==> src/rtl/pipe_fifo32_pkg.sv <==
// Shared defaults and width/pointer helpers for the pipe_fifo32 pipeline FIFO.
package pipe_fifo32_pkg;

    localparam int FIFO_DEPTH_DEFAULT = 4;
    localparam int FIFO_WIDTH_DEFAULT = 32;

    function automatic int ptr_width(input int depth);
        return $clog2(depth);
    endfunction

    // One extra bit so a full FIFO (count == depth) is representable.
    function automatic int count_width(input int depth);
        return $clog2(depth) + 1;
    endfunction

    function automatic int ptr_inc(input int ptr, input int depth);
        return (ptr == depth - 1) ? 0 : ptr + 1;
    endfunction

endpackage

==> src/rtl/pipe_fifo32_if.sv <==
// Producer/consumer handshake bundle for pipe_fifo32; slave is the FIFO side.
interface pipe_fifo32_if
    import pipe_fifo32_pkg::*;
#(
    parameter int WIDTH = FIFO_WIDTH_DEFAULT,
    parameter int DEPTH = FIFO_DEPTH_DEFAULT
) ();

    logic                          flush;
    logic                          in_valid;
    logic [WIDTH-1:0]              in_data;
    logic                          in_ready;
    logic                          out_valid;
    logic [WIDTH-1:0]              out_data;
    logic                          out_ready;
    logic [count_width(DEPTH)-1:0] count;

    modport slave (
        input  flush, in_valid, in_data, out_ready,
        output in_ready, out_valid, out_data, count
    );

    modport master (
        output flush, in_valid, in_data, out_ready,
        input  in_ready, out_valid, out_data, count
    );

endinterface

==> src/rtl/reg32_en_sync.sv <==
// W-bit register with synchronous clear and write enable; clear wins over enable.
module reg32_en_sync #(
    parameter int W = 32
) (
    input  logic         clk,
    input  logic         srst,
    input  logic         en,
    input  logic [W-1:0] d,
    output logic [W-1:0] q
);

    always_ff @(posedge clk) begin
        if (srst) begin
            q <= '0;
        end else if (en) begin
            q <= d;
        end
    end

endmodule

==> src/rtl/pipe_fifo32.sv <==
// Register-based synchronous FIFO between pipeline stages, with flush for redirects.
module pipe_fifo32
    import pipe_fifo32_pkg::*;
#(
    parameter int WIDTH = FIFO_WIDTH_DEFAULT,
    parameter int DEPTH = FIFO_DEPTH_DEFAULT
) (
    input  logic           clk,
    input  logic           reset,
    pipe_fifo32_if.slave   bus
);

    localparam int PTR_W = ptr_width(DEPTH);
    localparam int CNT_W = count_width(DEPTH);

    logic             clear;
    logic             push;
    logic             pop;
    logic             full;
    logic             empty;
    logic [PTR_W-1:0] wr_ptr_reg;
    logic [PTR_W-1:0] wr_ptr_next;
    logic [PTR_W-1:0] rd_ptr_reg;
    logic [PTR_W-1:0] rd_ptr_next;
    logic [CNT_W-1:0] count_reg;
    logic [CNT_W-1:0] count_next;
    logic [WIDTH-1:0] mem_reg [DEPTH];
    logic [WIDTH-1:0] rd_chain [DEPTH+1];

    // Status is decoded from registered count only, so no input reaches an output.
    assign full  = (count_reg == CNT_W'(DEPTH));
    assign empty = (count_reg == '0);
    assign clear = reset | bus.flush;
    assign push  = bus.in_valid & ~full;
    assign pop   = bus.out_ready & ~empty;

    assign wr_ptr_next = PTR_W'(ptr_inc(int'(wr_ptr_reg), DEPTH));
    assign rd_ptr_next = PTR_W'(ptr_inc(int'(rd_ptr_reg), DEPTH));
    assign count_next  = push ? count_reg + CNT_W'(1) : count_reg - CNT_W'(1);

    reg32_en_sync #(.W(PTR_W)) u_wr_ptr (
        .clk(clk), .srst(clear), .en(push), .d(wr_ptr_next), .q(wr_ptr_reg)
    );

    reg32_en_sync #(.W(PTR_W)) u_rd_ptr (
        .clk(clk), .srst(clear), .en(pop), .d(rd_ptr_next), .q(rd_ptr_reg)
    );

    // Simultaneous push and pop leave the count unchanged.
    reg32_en_sync #(.W(CNT_W)) u_count (
        .clk(clk), .srst(clear), .en(push ^ pop), .d(count_next), .q(count_reg)
    );

    assign rd_chain[0] = '0;

    generate
        for (genvar gi = 0; gi < DEPTH; gi++) begin : g_entry
            logic wr_en;
            logic rd_sel;

            // A flush/reset cycle must not write storage, hence the ~clear term.
            assign wr_en  = push & ~clear & (wr_ptr_reg == PTR_W'(gi));
            assign rd_sel = (rd_ptr_reg == PTR_W'(gi));

            reg32_en_sync #(.W(WIDTH)) u_mem (
                .clk(clk), .srst(1'b0), .en(wr_en), .d(bus.in_data), .q(mem_reg[gi])
            );

            assign rd_chain[gi+1] = rd_chain[gi] | (mem_reg[gi] & {WIDTH{rd_sel}});
        end
    endgenerate

    assign bus.in_ready  = ~full;
    assign bus.out_valid = ~empty;
    assign bus.out_data  = rd_chain[DEPTH];
    assign bus.count     = count_reg;

endmodule

==> src/flat_wrapper.sv <==
// flat-port wrapper written by rule: the top's interface ports become plain ports
module pipe_fifo32_flat import pipe_fifo32_pkg::*;
#(
    parameter int WIDTH = FIFO_WIDTH_DEFAULT,
    parameter int DEPTH = FIFO_DEPTH_DEFAULT
)
  (clk, reset, bus_flush, bus_in_valid, bus_in_data, bus_out_ready, bus_in_ready, bus_out_valid, bus_out_data, bus_count);
  pipe_fifo32_if #(.WIDTH(WIDTH), .DEPTH(DEPTH)) bus_i ();
  input  logic clk;
  input  logic reset;
  input wire logic [$bits(bus_i.flush)-1:0] bus_flush;
  input wire logic [$bits(bus_i.in_valid)-1:0] bus_in_valid;
  input wire logic [$bits(bus_i.in_data)-1:0] bus_in_data;
  input wire logic [$bits(bus_i.out_ready)-1:0] bus_out_ready;
  output wire logic [$bits(bus_i.in_ready)-1:0] bus_in_ready;
  output wire logic [$bits(bus_i.out_valid)-1:0] bus_out_valid;
  output wire logic [$bits(bus_i.out_data)-1:0] bus_out_data;
  output wire logic [$bits(bus_i.count)-1:0] bus_count;
  assign bus_i.flush = bus_flush;
  assign bus_i.in_valid = bus_in_valid;
  assign bus_i.in_data = bus_in_data;
  assign bus_i.out_ready = bus_out_ready;
  assign bus_in_ready = bus_i.in_ready;
  assign bus_out_valid = bus_i.out_valid;
  assign bus_out_data = bus_i.out_data;
  assign bus_count = bus_i.count;
  pipe_fifo32 #(.WIDTH(WIDTH), .DEPTH(DEPTH)) u_core (.clk(clk), .reset(reset), .bus(bus_i));
endmodule
==> config.mk <==
export PLATFORM = sky130hd
export DESIGN_NAME = pipe_fifo32_flat
export DESIGN_NICKNAME = d
export VERILOG_FILES = /design/src/rtl/pipe_fifo32_pkg.sv /design/src/rtl/pipe_fifo32_if.sv /design/src/rtl/reg32_en_sync.sv /design/src/rtl/pipe_fifo32.sv /design/src/flat_wrapper.sv
export SDC_FILE = /design/constraint.sdc
export NUM_CORES = 1
export LEC_CHECK = 0
export ABC_AREA = 1
export CAP_MARGIN = 40
export CORE_ASPECT_RATIO = 0.5
export CORE_MARGIN = 2
export CORE_UTILIZATION = 38
export DETAILED_ROUTE_END_ITERATION = 10
export HOLD_SLACK_MARGIN = 0.02
export PLACE_DENSITY = 0.62
export SLEW_MARGIN = 20
export SYNTH_ARGS = -nofsm -noshare
export SYNTH_HDL_FRONTEND = slang
export SYNTH_HIERARCHICAL = 1
export SYNTH_SLANG_ARGS = --single-unit
==> constraint.sdc <==
create_clock -name clk -period 2 [get_ports clk]
set_clock_uncertainty 0.1 [all_clocks]
set_input_delay 0.2 -clock clk [delete_from_list [all_inputs] [get_ports clk]]
set_output_delay 0.2 -clock clk [all_outputs]
set_load 0.005 [all_outputs]
==> out/metrics.csv, run 1 <==
metric,value,unit
grt_max_degree,36,
setup_viol,2,
worst_ep_required_time,1.70,ns
syn-cell-area,6695,µm²
worst_setup_path_end_kind,output pin,
synth-async-reset-ratio,0,
synth-main-ff-cell,dfxtp_1,
critPathLaunchType,flip-flop,
num_antenna_cells,0,
synth_edf_count,0,
yosys.area.top_type,dfxtp_1,
die_x,191.7,µm
pre_cts_ws,0.05853,ns
synthTopCellsByArea,"dfxtp_1 (40%), nand2_1 (23%), nor2_1 (15%)",
nets,1203,
finalNonFillerCells,1404,
coreArea,17310,µm²
setup_ws,-0.02667,ns
ant_nets,0,
ys_seq_area_frac,0.4037,
power_density,804.4,nW/µm²
period_share,1.013,
final_cell_mix,"nand2_1 (400), nor2_1 (273), inv_1 (154)",
start_util,0.3867,
overflow,0,
place_inst,1355,
cap_violations,0,
hold_viol_final,0,
fmax,0.4934,GHz
die_area,18760,µm²
yosys_warnings,6,
numCtsBuffers,17,
root_buffer,clkbuf_16,
grt_use_total,0.1941,
syn_to_final_growth,25.70,%
num_io_pins,74,
drt-pass1-iter-count,5,
routedWlPerCell,12.21,µm
cts.reportedPaths.clkPinSlew,0.06,ns
syn-mean-instance-area,6.211,µm²
cts.sinks,135,
crit_type,reg2out,
final_common_cell,nand2_1,
worst_ep_arrival_time,1.73,ns
p_total,6769,µW
core.rowCount,34,
syn_inst,1078,
first_global_vias,5829,
antenna_found_initial,0,
die_h,97.86,µm
rsz0062_at_grt,true,
cts_buffer_depth,2,
vias,6167,
drc,0,
place.gp.congestion,0.7729,
drt_iter0_drc,312,
min_path_type,reg2reg,
h-tree-depth,4,
power_leakage,0.004023,µW
vias_per_cell,4.392,
critPathMaxFanout,10,
ys_seq_elements,135,
violations,setup timing,
drive_gt1_frac,0.09573,
min_period,2.027,ns
dp.final_hpwl,11020,µm
wl,17140,µm
synth_top_area_share,0.4037,
grt_pass1_wl,28750,µm
setup_tns,-0.04127,ns
irDropWorstVdd,0.6187,mV
clkLatencyLatePin,0.41,ns
cts_tree,done,
port_buffers,73,
ys_types,17,
drv_slew,0,
status,finished with violations,
-- routing by layer --
layer  GRT usage  vias up  routed length, µm
met5           0        -                  0
met1      0.2632     2752               8554
met4     0.05089        0                134
met3     0.03235       10                745
met2      0.3205      120               7702
li1            -     3285                  -
-- through the flow --
stage / hold WS, ns / instance area, µm² / utilization
after floorplan: 0.2882 / 6706 / -
after global placement: 0.3574 / 7585 / 0.4381
after detailed placement: 0.3622 / 7585 / 0.4381
after CTS: 0.3695 / 8401 / 0.4852
after global routing: 0.3866 / 8416 / 0.4861
final: 0.3689 / 8416 / 0.4861
-- power by group --
| part | total [µW] | leakage, µW | switching (µW) | internal, µW |
|---|---|---|---|---|
| Clock | 3260 | 0.000291 | 1190 | 2060 |
| Sequential | 2790 | 0.00109 | 43.7 | 2750 |
| Combinational | 721 | 0.00264 | 393 | 328 |
-- logic make-up after synthesis --
group | count (synthesis) | synth area share
flip-flops | 135 | 0.4037
AND/OR/NAND/NOR | 723 | 0.4225
adder cells (fa/ha/maj) | 9 | 0.01794
buffers and inverters | 210 | 0.1553
other | 1 | 0.0005601
-- cell usage after synthesis (2+ instances only) --
master,n
buf_2,22
buf_4,3
buf_6,28
dfxtp_1,135
ha_1,8
inv_1,156
nand2_1,407
nand2_4,2
nand3_1,2
nand4_1,32
nor2_1,273
nor2_2,5
-- worst max-delay path: stages, from the launching register on --
cell	delay [ns]
dfxtp_4	0.36
buf_12	0.13
ha_4	0.17
buf_12	0.15
buf_8	0.13
nand2_1	0.06
nand4_1	0.14
buf_2	0.17
-- path summary, 6_finish.rpt --
check	start	to	slack, ns	cells after the start
setup / recovery	u_core/u_rd_ptr/q[1]	bus_out_data[24]	-0.03	7
hold / removal	u_core/g_entry[3].u_mem/q[22]	u_core/g_entry[3].u_mem/q[22]	0.37	2
setup reg to reg	u_core/u_count/q[1]	u_core/g_entry[1].u_mem/q[27]	0.29	10
hold reg to reg	u_core/g_entry[3].u_mem/q[22]	u_core/g_entry[3].u_mem/q[22]	0.37	2
-- flip-flops by register name, indices dropped and copies added, names as in the netlist --
register and flops:
u_core/g_entry.u_mem/q 128, u_core/u_count/q 3, u_core/u_rd_ptr/q 2, u_core/u_wr_ptr/q 2
-- area by class of cell --
| type | count | area [µm²] |
|---|---|---|
| Fill cell | 1767 | 8899 |
| Multi-Input combinational cell | 736 | 3052 |
| Sequential cell | 135 | 2710 |
| Timing Repair Buffer | 110 | 1146 |
| Inverter | 157 | 596.8 |
| Clock buffer | 21 | 470.5 |
| Tap cell | 234 | 292.8 |
| Clock inverter | 11 | 147.6 |
-- timing repair --
action,in CTS,in global routing
pin swaps,10,6
hold buffers,0,0
cloned,2,1
endpoints found under the setup margin,32,17
resized for setup,107,25
buffers inserted,12,4
(Power assumes the default switching activity.)
==> run 2: changes to the inputs <==
--- a/config.mk
+++ b/config.mk
@@ -12,7 +12,7 @@
 export CORE_UTILIZATION = 38
 export DETAILED_ROUTE_END_ITERATION = 10
 export HOLD_SLACK_MARGIN = 0.02
-export PLACE_DENSITY = 0.62
+export PLACE_DENSITY = 0.64
 export SLEW_MARGIN = 20
 export SYNTH_ARGS = -nofsm -noshare
 export SYNTH_HDL_FRONTEND = slang
==> constraint.sdc (replaced) <==
create_clock -name clk -period 1.69 [get_ports clk]
set_clock_uncertainty 0.1 [all_clocks]
set_input_delay 0.169 -clock clk [delete_from_list [all_inputs] [get_ports clk]]
set_output_delay 0.169 -clock clk [all_outputs]
set_load 0.005 [all_outputs]
==> run 2 against run 1 <==
Compared with the run above:
- the flow still finishes with violations (setup timing)
- via count up 4.4%
- wire length up 4.4%
- sequential power up 19%
- sequential share of layout area down 1.8 points
- cell count up 2.2%
- final area up 5.9%
- first-iteration DRC count up 18%
- critical path type unchanged
- largest power group unchanged
==> out/metrics.csv, run 2 (synthesis gave the netlist of run 1 again) <==
metric,value,unit
status,finished with violations,
violations,setup timing,
cts_buffer_depth,2,
start_util,0.3867,
reg2reg_to,u_core/g_entry[3].u_mem/q[25],
hold_viol_final,0,
die_area,18760,µm²
overflow,0,
irDropWorstVdd,0.7219,mV
num_antenna_cells,0,
r2r_cells,10,
largest-register,u_core/g_entry.u_mem/q,
min_path_type,in2reg,
pre_cts_ws,-0.1596,ns
worst_setup_path_end_kind,output pin,
worst_ep_required_time,1.42,ns
critPathMaxFanout,5,
design_area,8914,µm²
grt_pass1_wl,29120,µm
whs_endpoint,u_core/g_entry[0].u_mem/q[28],
dpl_cell_area,7662,µm²
drive_gt1_frac,0.1757,
core.rowCount,34,
dp.final_hpwl,10650,µm
min_path_cells,5,
wl,17900,µm
final_common_cell,nand2_1,
largest_register_ffs,128,
num_io_pins,74,
cts.sinks,135,
port_buffers,73,
final_cell_mix,"nand2_1 (347), nor2_1 (273), inv_1 (154)",
antenna_found_initial,0,
power_leakage,0.004364,µW
rsz0062_at_grt,true,
nets,1235,
r2r_setup_slack,0.13,ns
critPathLaunchType,flip-flop,
die_h,97.86,µm
cap_violations,0,
ant_nets,0,
fmax,0.5125,GHz
h-tree-depth,4,
drv_slew,0,
clkLatencyLatePin,0.42,ns
timing.hold.ws,0.3503,ns
crit_type,reg2out,
min_period,1.951,ns
grt_use_total,0.1973,
vias_per_cell,4.486,
vias,6437,
first_global_vias,5977,
cts_tree,done,
top_regs,"u_core/g_entry.u_mem/q (128), u_core/u_count/q (3)",
syn_to_final_growth,33.13,%
setup_ws,-0.2613,ns
hold_path.startpoint,bus_in_data[28],
cts.reportedPaths.clkPinSlew,0.06,ns
r2r_start,u_core/u_count/q[0],
numCtsBuffers,17,
power_density,882.3,nW/µm²
coreArea,17310,µm²
root_buffer,clkbuf_16,
drt_iter0_drc,368,
die_x,191.7,µm
place.gp.congestion,0.7686,
setup_tns,-6.424,ns
period_share,1.155,
fillers,1667,
setup_viol,32,
worst_ep_arrival_time,1.68,ns
drc,0,
utilization,0.5148,
grt_max_degree,47,
drt-pass1-iter-count,5,
routedWlPerCell,12.47,µm
==> run 2: what timing repair did <==
| action | in CTS | in global routing |
|---|---|---|
| gates cloned | 6 | 0 |
| setup endpoints to repair | 37 | 34 |
| pin swaps | 56 | 26 |
| hold endpoints to repair | 0 | 0 |
| gates resized for setup | 230 | 35 |
| hold buffers | 0 | 0 |
| setup buffers | 33 | 2 |
==> run 2: layout make-up <==
type                       instances  area, µm²  area share
clock buffer                      18      439.2     0.04927
inverter                         157      596.8     0.06696
tap                              234      292.8     0.03285
sequential                       135       2713      0.3043
timing repair buffer             142       1525      0.1711
multi-input combinational        736       3224      0.3617
clock inverter                    13      122.6     0.01376
==> run 2: metrics by stage <==
| step | std cells | total power, µW |
|---|---|---|
| final | 1435 | 7865 |
| after global routing | 1435 | 8198 |
| after CTS | 1433 | 7853 |
| after detailed placement | 1363 | 4153 |
| after global placement | 1363 | 4134 |
| after floorplan | 1081 | 3823 |
==> run 2: worst max-delay path by stage <==
stage,from,to,slack (ns),cells after the start
final,u_core/u_rd_ptr/q[1],bus_out_data[29],-0.26,7
after global routing,u_core/u_rd_ptr/q[0],bus_out_data[12],-0.32,7
after CTS,u_core/u_rd_ptr/q[1],bus_out_data[29],-0.27,7
after detailed placement,u_core/u_rd_ptr/q[0],bus_out_data[29],-0.16,6
after global placement,u_core/u_rd_ptr/q[0],bus_out_data[26],-0.10,6
after floorplan,u_core/u_count/q[1],u_core/u_count/q[2],0.18,10
==> run 2: power by group <==
part           internal [µW]  switching, µW  total [µW]
sequential              3250           52.4        3310
combinational            458            505         964
clock                   2070           1520        3600
==> run 2: worst max-delay path: stages, from the launching register on <==
cell	delay (ns)
dfxtp_4	0.40
inv_4	0.06
ha_4	0.19
buf_12	0.14
buf_8	0.13
nand2_2	0.05
nand4_1	0.12
buf_2	0.17
==> run 2: layer usage <==
metal / GRT usage / vias up / routed length, µm
li1: - / 3337 / -
met1: 0.2591 / 2953 / 8669
met2: 0.3299 / 131 / 8253
met3: 0.03882 / 16 / 777
met4: 0.05680 / 0 / 195
met5: 0 / - / 0
==> RTL change (config.mk and constraints of run 1) <==
The package constant `FIFO_WIDTH_DEFAULT` goes from 32 to 16.
--- a/src/rtl/pipe_fifo32_pkg.sv
+++ b/src/rtl/pipe_fifo32_pkg.sv
@@ -2,7 +2,7 @@
 package pipe_fifo32_pkg;
 
     localparam int FIFO_DEPTH_DEFAULT = 4;
-    localparam int FIFO_WIDTH_DEFAULT = 32;
+    localparam int FIFO_WIDTH_DEFAULT = 16;
 
     function automatic int ptr_width(input int depth);
         return $clog2(depth);
Interface: changed (resized bus_in_data and bus_out_data); port bits go from 74 to 42. No check against the original RTL was run, so the function may have changed too.
==> RTL change against run 1 <==
Wire length decreased by 49%. Critical path type unchanged. Global-route usage decreased by 0.75 points. Non-clock buffer count decreased by 52. Synthesized cell count decreased by 46%. Worst setup slack improved by 100 ps. Utilization increased by 0.39 points. Synthesized area decreased by 45%. Count of clock-buffer cells in the layout decreased by 12. Largest power group unchanged. Total power decreased by 45%. Final area decreased by 45%. Sequential cell count decreased by 64.
==> RTL change: results (changes against run 1) <==
Run status
  – Run status: completed (was finished, violations left)

Placement
  – Placed cell count: 735 (was 1,355)
  – Post-DP HPWL: 5610 um (was 11,000 um)
  – Port Buffer Count: 41 (was 73)
  – Dpl ws: -68.3 ps (was 58.5 ps)
  – Global placement routability congestion: 0.794 (was 0.773)
  – Cell Area, Placed: 0.00416 mm^2 (was 0.00758 mm^2)

Critical path
  – Crit path to: bus_out_data[13] (was bus_out_data[24])
  – Slowest Stage Delay on Critical Path: 310 ps (was 360 ps)
  – Capturing point of the worst reg2reg path: u_core/g_entry[0].u_mem/q[5]$_SDFFE_PP0P_ (was u_core/g_entry[1].u_mem/q[27]$_SDFFE_PP0P_)
  – Crit path launch: u_core/u_rd_ptr/q[0]$_SDFFE_PP0P_ (was u_core/u_rd_ptr/q[1]$_SDFFE_PP0P_)
  – Worst endpoint data arrival time: 1630 ps (was 1730 ps)

Worst hold path
  – Worst Hold Launch: u_core/g_entry[3].u_mem/q[3]$_SDFFE_PP0P_ (was u_core/g_entry[3].u_mem/q[22]$_SDFFE_PP0P_)
  – Hold endpoint: u_core/g_entry[3].u_mem/q[3]$_SDFFE_PP0P_ (was u_core/g_entry[3].u_mem/q[22]$_SDFFE_PP0P_)

Global routing
  – Vias in the first global route: 3,031 (was 5,829)
  – Largest net degree at the start of global routing: 33 (was 36)
  – First-pass GRT wire length: 14,700 um (was 28,700 um)

Synthesis
  – Synth Area in Adders: 0.0329 (was 0.0179)
  – Dominant cells by area after synthesis: dfxtp_1 39%, nand2_1 22%, nor2_1 15%, inv_1 9.5%, buf_6 3.7% (was dfxtp_1 40%, nand2_1 23%, nor2_1 15%, inv_1 8.7%, buf_6 4.7%)
  – Seq/Total Area, Yosys: 0.389 (was 0.404)
  – Synth cell types: 18 (was 17)
  – Synth cell count leaders: 215 x nand2_1, 141 x nor2_1, 92 x inv_1 (was 407 x nand2_1, 273 x nor2_1, 156 x inv_1)
  – Synthesized area per cell: 6.24 um^2 (was 6.21 um^2)

Route
  – Drt wl/cell: 11.5 um (was 12.2 um)
  – Via-to-Cell Ratio: 4.31 (was 4.39)
  – DRT Pass-1 Iters: 4 (was 5)

Clock tree
  – Htree depth: 3 (was 4)
  – Worst skew pair latency: 340 ps (was 410 ps)

Pwr
  – Internal: 2.85 mW (was 5.14 mW)

Layout
  – Nets@finish: 663 (was 1,203)
  – Fraction of layout cells with a size suffix above 1: 0.0987 (was 0.0957)
  – Final cell count without fillers: 759 (was 1,404)

Timing
  – Period Utilization, post-route: 0.963 (was 1.01)
RTL change: changes by cell type in the layout (fill, tap and decap cells not counted), sizes merged, moves of 3 or more:
cell                  run 1  this run
clkinvlp                  4         1
clkbuf                   31        15
nor2                    278       150
clkdlybuf4s50            41        25
nand4                    32        16
clkdlybuf4s15             9         2
dlymetal6s2s              0         6
dfxtp                   135        71
buf                      47        17
nand2                   410       218
inv                     157        94
RTL change: logic make-up (layout without fill, tap and decap cells):
group | count (synthesis) | after routing
adders and majority gates | 9 | 9
buffers and inverters | 117 | 167
and+or+nand+nor | 387 | 387
other | 1 | 4
DFF | 71 | 71
RTL change: through the flow:
stage	hold WS [ps]	total power, mW
final	372	3.73
after global routing	394	3.90
after CTS	371	3.75
after detailed placement	363	1.88
after global placement	358	1.88
after floorplan	288	1.74
RTL change: area by class of cell:
type | count | area, um^2 | share of cell area
multi-input cells | 400 | 1730 | 0.375
inverters | 93 | 352 | 0.0765
clock inverters | 7 | 120 | 0.0261
repair buffers | 58 | 599 | 0.130
clock buffers | 9 | 225 | 0.0490
flip-flops and latches | 71 | 1430 | 0.310
well taps | 121 | 151 | 0.0329
RTL change: per-layer routing:
layer,vias to the layer above,GRT usage,part of all wire
met5,-,0,0
met4,0,0.0616,0.0094
met3,8,0.0535,0.055
met2,61,0.315,0.46
met1,1422,0.233,0.48
li1,1782,-,-
RTL change: critical path: cells and delay by family (launching register included):
kind                       cells  cell delay, ps
DFF                            1             310
and+or+nand+nor                2             150
buffers and inverters          4             630
adders and majority gates      1             190
RTL change: timing repair:
item	4_1_cts	5_1_grt
setup endpoints to repair	16	9
setup buffers	0	8
pin swaps	0	5
resized for setup	18	24
cloned	0	0
